[config.mk]
export PLATFORM = sky130hd
export DESIGN_NAME = sym_serializer_flat
export DESIGN_NICKNAME = d
export VERILOG_FILES = /design/src/rtl/sym_serializer_if.sv /design/src/rtl/sym_serializer.sv /design/src/flat_wrapper.sv
export SDC_FILE = /design/constraint.sdc
export NUM_CORES = 1
export LEC_CHECK = 0
export CAP_MARGIN = 15
export CORE_AREA = 2 2 63 89
export DETAILED_ROUTE_END_ITERATION = 8
export DIE_AREA = 0 0 65 91
export PLACE_DENSITY = 0.78
export SLEW_MARGIN = 20
export SYNTH_ARGS = -nofsm -noshare
export SYNTH_HDL_FRONTEND = slang
export SYNTH_SLANG_ARGS = --single-unit
[constraint.sdc]
create_clock -name clk -period 1.52 [get_ports clk]
set_input_delay 0.228 -clock clk [delete_from_list [all_inputs] [get_ports clk]]
set_output_delay 0.228 -clock clk [all_outputs]
set_load 0.005 [all_outputs]
[src/rtl/sym_serializer_if.sv]
`default_nettype none
// ============================================================================
// Module   : sym_serializer_if
// Brief    : Word-in / symbol-out handshake bundle for sym_serializer.
// Revision : 1.0 - initial release
// ============================================================================
interface sym_serializer_if #(
  parameter int DATAWIDTH = 32,
  parameter int SYMWIDTH  = 8
);
  localparam int c_NSYM = (DATAWIDTH + SYMWIDTH - 1) / SYMWIDTH;
  localparam int c_LENW = $clog2(c_NSYM + 1);

  logic [DATAWIDTH-1:0] i_Data;
  logic [c_LENW-1:0]    i_Len;
  logic                 i_Valid;
  logic                 o_Ready;
  logic [SYMWIDTH-1:0]  o_Sym;
  logic                 o_Valid;
  logic                 o_Last;
  logic                 i_Ready;
  logic                 o_Busy;

  modport slave (
    input  i_Data, i_Len, i_Valid, i_Ready,
    output o_Ready, o_Sym, o_Valid, o_Last, o_Busy
  );

  modport master (
    output i_Data, i_Len, i_Valid, i_Ready,
    input  o_Ready, o_Sym, o_Valid, o_Last, o_Busy
  );
endinterface
`default_nettype wire

[src/rtl/sym_serializer.sv]
`default_nettype none
// ============================================================================
// Module   : sym_serializer
// Brief    : Splits a DATAWIDTH word into SYMWIDTH symbols, LSB- or MSB-first.
// Revision : 1.0 - initial release
// ============================================================================
module sym_serializer #(
  parameter int DATAWIDTH = 32,
  parameter int SYMWIDTH  = 8,
  parameter int MSB_FIRST = 0
) (
  input  wire logic       clk,
  input  wire logic       rstn,
  sym_serializer_if.slave bus
);
  localparam int c_NSYM = (DATAWIDTH + SYMWIDTH - 1) / SYMWIDTH;
  localparam int c_LENW = $clog2(c_NSYM + 1);
  localparam int c_IDXW = (c_NSYM > 1) ? $clog2(c_NSYM) : 1;
  localparam int c_BUFW = c_NSYM * SYMWIDTH;
  localparam logic [c_LENW-1:0] c_NSYM_L = c_LENW'(c_NSYM);
  localparam logic [c_LENW-1:0] c_ONE_L  = c_LENW'(1);

  typedef enum logic [0:0] {
    S_IDLE = 1'b0,
    S_SEND = 1'b1
  } state_t;

  state_t              r_state;
  logic [c_BUFW-1:0]   r_buf;
  logic [c_IDXW-1:0]   r_idx;
  logic [c_LENW-1:0]   r_rem;
  logic [SYMWIDTH-1:0] r_sym;
  logic                r_last;

  logic [c_BUFW-1:0]   w_ext;
  logic [SYMWIDTH-1:0] w_ext_syms [c_NSYM];
  logic [SYMWIDTH-1:0] w_buf_syms [c_NSYM];
  logic [c_LENW-1:0]   w_len;
  logic [c_IDXW-1:0]   w_first_idx;
  logic [c_IDXW-1:0]   w_next_idx;
  logic                w_valid;
  logic                w_ready;
  logic                w_accept;

  generate
    if (c_BUFW > DATAWIDTH) begin : g_pad
      assign w_ext = {{(c_BUFW - DATAWIDTH){1'b0}}, bus.i_Data};
    end else begin : g_nopad
      assign w_ext = bus.i_Data;
    end
  endgenerate

  generate
    for (genvar gi = 0; gi < c_NSYM; gi++) begin : g_sym
      assign w_ext_syms[gi] = w_ext[gi*SYMWIDTH +: SYMWIDTH];
      assign w_buf_syms[gi] = r_buf[gi*SYMWIDTH +: SYMWIDTH];
    end
  endgenerate

  // Zero or oversized length requests mean "the whole word".
  always_comb begin
    w_len = bus.i_Len;
    if ((bus.i_Len == '0) || (bus.i_Len > c_NSYM_L)) begin
      w_len = c_NSYM_L;
    end
  end

  assign w_first_idx = (MSB_FIRST != 0) ? c_IDXW'(w_len - c_ONE_L) : '0;
  assign w_next_idx  = (MSB_FIRST != 0) ? (r_idx - 1'b1) : (r_idx + 1'b1);

  assign w_valid  = (r_state == S_SEND);
  assign w_ready  = (r_state == S_IDLE) || (w_valid && r_last && bus.i_Ready);
  assign w_accept = bus.i_Valid && w_ready;

  always_ff @(posedge clk or negedge rstn) begin
    if (!rstn) begin
      r_state <= S_IDLE;
      r_buf   <= '0;
      r_idx   <= '0;
      r_rem   <= '0;
      r_sym   <= '0;
      r_last  <= 1'b0;
    end else if (w_accept) begin
      r_state <= S_SEND;
      r_buf   <= w_ext;
      r_idx   <= w_first_idx;
      r_rem   <= w_len - c_ONE_L;
      r_sym   <= w_ext_syms[w_first_idx];
      r_last  <= (w_len == c_ONE_L);
    end else if (w_valid && bus.i_Ready) begin
      if (r_last) begin
        r_state <= S_IDLE;
        r_last  <= 1'b0;
      end else begin
        r_idx  <= w_next_idx;
        r_rem  <= r_rem - c_ONE_L;
        r_sym  <= w_buf_syms[w_next_idx];
        r_last <= (r_rem == c_ONE_L);
      end
    end
  end

  assign bus.o_Ready = w_ready;
  assign bus.o_Valid = w_valid;
  assign bus.o_Sym   = r_sym;
  assign bus.o_Last  = r_last;
  assign bus.o_Busy  = w_valid;

endmodule
`default_nettype wire

[src/flat_wrapper.sv]
// flat-port wrapper written by rule: the top's interface ports become plain ports
module sym_serializer_flat 
#(
  parameter int DATAWIDTH = 32,
  parameter int SYMWIDTH  = 8,
  parameter int MSB_FIRST = 0
)
  (clk, rstn, bus_i_Data, bus_i_Len, bus_i_Valid, bus_i_Ready, bus_o_Ready, bus_o_Sym, bus_o_Valid, bus_o_Last, bus_o_Busy);
  sym_serializer_if #(.DATAWIDTH(DATAWIDTH), .SYMWIDTH(SYMWIDTH)) bus_i ();
  input  wire logic clk;
  input  wire logic rstn;
  input wire logic [$bits(bus_i.i_Data)-1:0] bus_i_Data;
  input wire logic [$bits(bus_i.i_Len)-1:0] bus_i_Len;
  input wire logic [$bits(bus_i.i_Valid)-1:0] bus_i_Valid;
  input wire logic [$bits(bus_i.i_Ready)-1:0] bus_i_Ready;
  output wire logic [$bits(bus_i.o_Ready)-1:0] bus_o_Ready;
  output wire logic [$bits(bus_i.o_Sym)-1:0] bus_o_Sym;
  output wire logic [$bits(bus_i.o_Valid)-1:0] bus_o_Valid;
  output wire logic [$bits(bus_i.o_Last)-1:0] bus_o_Last;
  output wire logic [$bits(bus_i.o_Busy)-1:0] bus_o_Busy;
  assign bus_i.i_Data = bus_i_Data;
  assign bus_i.i_Len = bus_i_Len;
  assign bus_i.i_Valid = bus_i_Valid;
  assign bus_i.i_Ready = bus_i_Ready;
  assign bus_o_Ready = bus_i.o_Ready;
  assign bus_o_Sym = bus_i.o_Sym;
  assign bus_o_Valid = bus_i.o_Valid;
  assign bus_o_Last = bus_i.o_Last;
  assign bus_o_Busy = bus_i.o_Busy;
  sym_serializer #(.DATAWIDTH(DATAWIDTH), .SYMWIDTH(SYMWIDTH), .MSB_FIRST(MSB_FIRST)) u_core (.clk(clk), .rstn(rstn), .bus(bus_i));
endmodule
==> impl_metrics.tcl <==
set metrics [dict create \
    outcome "complete, no violations" \
    multi_input_area_sq_um 1010 \
    clkTransAtPathRegs_ns 0.09 \
    drt_iter0_drc 78 \
    synth_edf_count 0 \
    top_layer "met4" \
    pre_cts_ws_ns -0.4825 \
    tightest_slew_ns 0.3470 \
    post_drt_wl_per_cell_microns 15.72 \
    drt-vias-per-instance 5.238 \
    syn2layout_area_growth_pct 44.76 \
    power_density_nw_per_um2 1696 \
    synthCells 153 \
    drv_cap 0 \
    vdd_ir_drop_max_mv 0.7072 \
    dr_wl_met2_microns 2556 \
    synth_nets 197 \
    cts_tree "built" \
    setup_viol 0 \
    synth_cell_type_count 35 \
    clock_sinks 47 \
    p_switching_mw 1.517 \
    drv_slew 0 \
    dpl.hpwl_microns 3448 \
    core_sq_um 5081 \
    drt_pre_antenna_iters 4 \
    synth.ff_latch_count 47 \
    swShare_pct 27.80 \
    n_antenna_cell 0 \
    clockPowerShare_pct 17.4 \
    synth_top_area_share_pct 52.93 \
    fin_nets 279 \
    timing.slew.headroom_pct 76.87 \
    route.met3.wl_microns 160 \
    fmax_mhz 668.0 \
    holdWs_ns 0.4349 \
    fin_crit_sh_pct 98.49 \
    skew_ns 0.004813 \
    placed_area_sq_um 3002 \
    ys.flop_type "dfrtp_1" \
    start_util_pct 43.73 \
    min_period_ns 1.497 \
    via_count 1582 \
    worstPathMaxFanout 6 \
    criticalPathCategory "flop to flop" \
    antenna_found_initial 0 \
    die_w_microns 65 \
    synth_area_leaders "dfrtp_1 53%, mux2_2 11%, mux4_2 7.1%" \
    syn_avg_cell_area_sq_um 14.52 \
    clock_latency_ns 0.30 \
    numPortBuffers 50 \
    grt_pass1_wl_microns 7859 \
    ant_nets 0 \
    finalPower_mw 5.455 \
    rows 31 \
    grt_start_max_net_pins 48 \
    leakage_nw 1.525 \
    required_ns 1.71 \
    synth_area_sq_um 2222 \
    crit_path_end_kind "flop" \
    power_frac_comb_pct 43.1 \
    drc 0 \
    wl_met1_microns 1978 \
    grt_pass1_vias 1666 \
    rsz0062_at_grt "true" \
    yosys_warnings 0 \
    routabilityCongestion 0.7089 \
    die_area_sq_um 5915 \
    die_h_microns 91 \
    seq_area_frac_synth_pct 52.93 \
    root_buffer "clkbuf_8" \
    ioPinCount 51 \
    wl_microns 4748 \
    stdcell_area_sq_um 3217 \
    final_hold_viol_count 0 \
    clockBufferDepth 2 \
    fin_ws_ns 0.02294 \
    yosys.area.top_type "dfrtp_1" \
    cts-htree-levels 2 \
    power_frac_seq_pct 39.5 \
    async_flop_share_pct 100.0 \
    final-seq-area_sq_um 1176 \
    cts_buffers 5 \
    min_path_type "input pin to asynchronous set/reset pin" \
    crit_path_start_kind "flop" \
    drive_gt1_share_pct 37.71 \
    critPathArrivalTime_ns 1.68 \
    grt_overflow 0 \
    internal-power_mw 3.939 \
    fillCellCount 386 \
    grtUsageTotal_pct 17.11 \
]
==> state kept, by name (all words and copies together) (netlist names) <==
name / flops
u_core.bus.o_Busy: 1
u_core.r_rem: 3
u_core.r_buf: 32
u_core.bus.o_Last: 1
u_core.bus.o_Sym: 8
u_core.r_idx: 2
==> stage by stage <==
stage | util (%) | instances | setup TNS (ns)
2_1_floorplan | - | 153 | 0
3_3_place_gp | 59.07 | 287 | -5.234
3_5_place_dp | 59.07 | 287 | -6.689
4_1_cts | 62.05 | 299 | -0.04024
5_1_grt | 63.31 | 302 | -0.01706
6_report | 63.31 | 302 | 0
==> layout by cell type (no fill, tap or decap), types with 2 or more instances in the layout <==
master           netlist  final
ha_1                   5      3
mux2_2                22     22
buf_12                 0      2
o211ai_1               2      2
dfrtp_1               47     47
clkdlybuf4s15_1        0      2
clkdlybuf4s50_1        0     41
mux2_1                 3      3
nor2b_1                3      2
mux4_2                 7      8
buf_4                  3     24
a21o_1                 8      8
ha_4                   0      2
dlymetal6s2s_1         0      3
dlygate4sd2_1          0      3
and3_4                 4      4
clkbuf_8               0      6
a221o_1                9      9
nand3_1                2      2
nand2_1                3      3
and3b_2                1      2
inv_1                  6      5
and3_1                 4      4
buf_6                  2      7
==> worst max-delay path, stage by stage (launching register included) <==
cell and delay (ns):
dfrtp_1 0.39, buf_6 0.16, mux4_2 0.50, a221o_1 0.33
==> logic make-up (layout without fill, tap and decap cells) <==
family | Yosys count | count (layout) | synth area share (%)
xor gates and xnor gates | 1 | 1 | 0.3942
AOI/OAI and AO/OA | 25 | 25 | 10.25
and+or+nand+nor | 26 | 26 | 8.446
adders and majority gates | 5 | 5 | 2.815
buffers and inverters | 15 | 98 | 3.772
DFF | 47 | 47 | 52.93
muxes | 34 | 34 | 21.40
==> power groups by stage <==
stage	sequential [mW]	combinational [mW]	clock [mW]
global route	2.22	2.56	1.02
finish	2.16	2.35	0.947
detailed placement	2.18	2.25	0
floorplan	2.10	1.43	0
CTS	2.15	2.28	0.969
global placement	2.15	2.18	0
==> cells in the mapped netlist, drive strengths merged (3+ instances only) <==
library cell	number
and3	8
a21o	8
dfrtp	47
ha	5
inv	6
mux2	25
nor2b	3
a221o	9
clkbuf	3
nand2	4
buf	6
mux4	8
==> repair_timing <==
action | in CTS | in global routing
hold buffers | 1 | 0
setup buffers | 3 | 3
pin swaps | 2 | 8
endpoints found under the setup margin | 6 | 38
hold endpoints to repair | 47 | 0
resized for setup | 8 | 16
==> path summary, 6_finish.rpt <==
kind                       cells after the start  slack (ns)                              end                   startpoint
max in group asynchronous                      3        0.87     u_core.r_buf[16]$_DFFE_PN0P_                         rstn
min reg2reg                                    1        0.48      u_core.r_buf[0]$_DFFE_PN0P_  u_core.r_buf[0]$_DFFE_PN0P_
min in group clk                               1        0.48      u_core.r_buf[0]$_DFFE_PN0P_  u_core.r_buf[0]$_DFFE_PN0P_
min                                            3        0.43     u_core.r_buf[21]$_DFFE_PN0P_                         rstn
max                                            3        0.02  u_core.bus.o_Sym[1]$_DFFE_PN0P_  u_core.r_idx[1]$_DFFE_PN0P_
max reg2reg                                    3        0.02  u_core.bus.o_Sym[1]$_DFFE_PN0P_  u_core.r_idx[1]$_DFFE_PN0P_
==> area by class of cell <==
type | instances | share of cell area [%]
clock buffer | 6 | 2.567
clock inverter | 2 | 1.089
inverter | 6 | 0.7001
sequential | 47 | 36.56
multi-input combinational | 91 | 31.39
tap | 66 | 2.567
timing repair buffer | 84 | 25.13
==> layer usage <==
metal	vias to the layer above	GRT usage [%]
met5	-	0
met3	4	2.354
met1	804	22.52
met2	34	28.44
li1	740	-
met4	0	6.383
No activity file was read; power rests on OpenSTA's default activity.
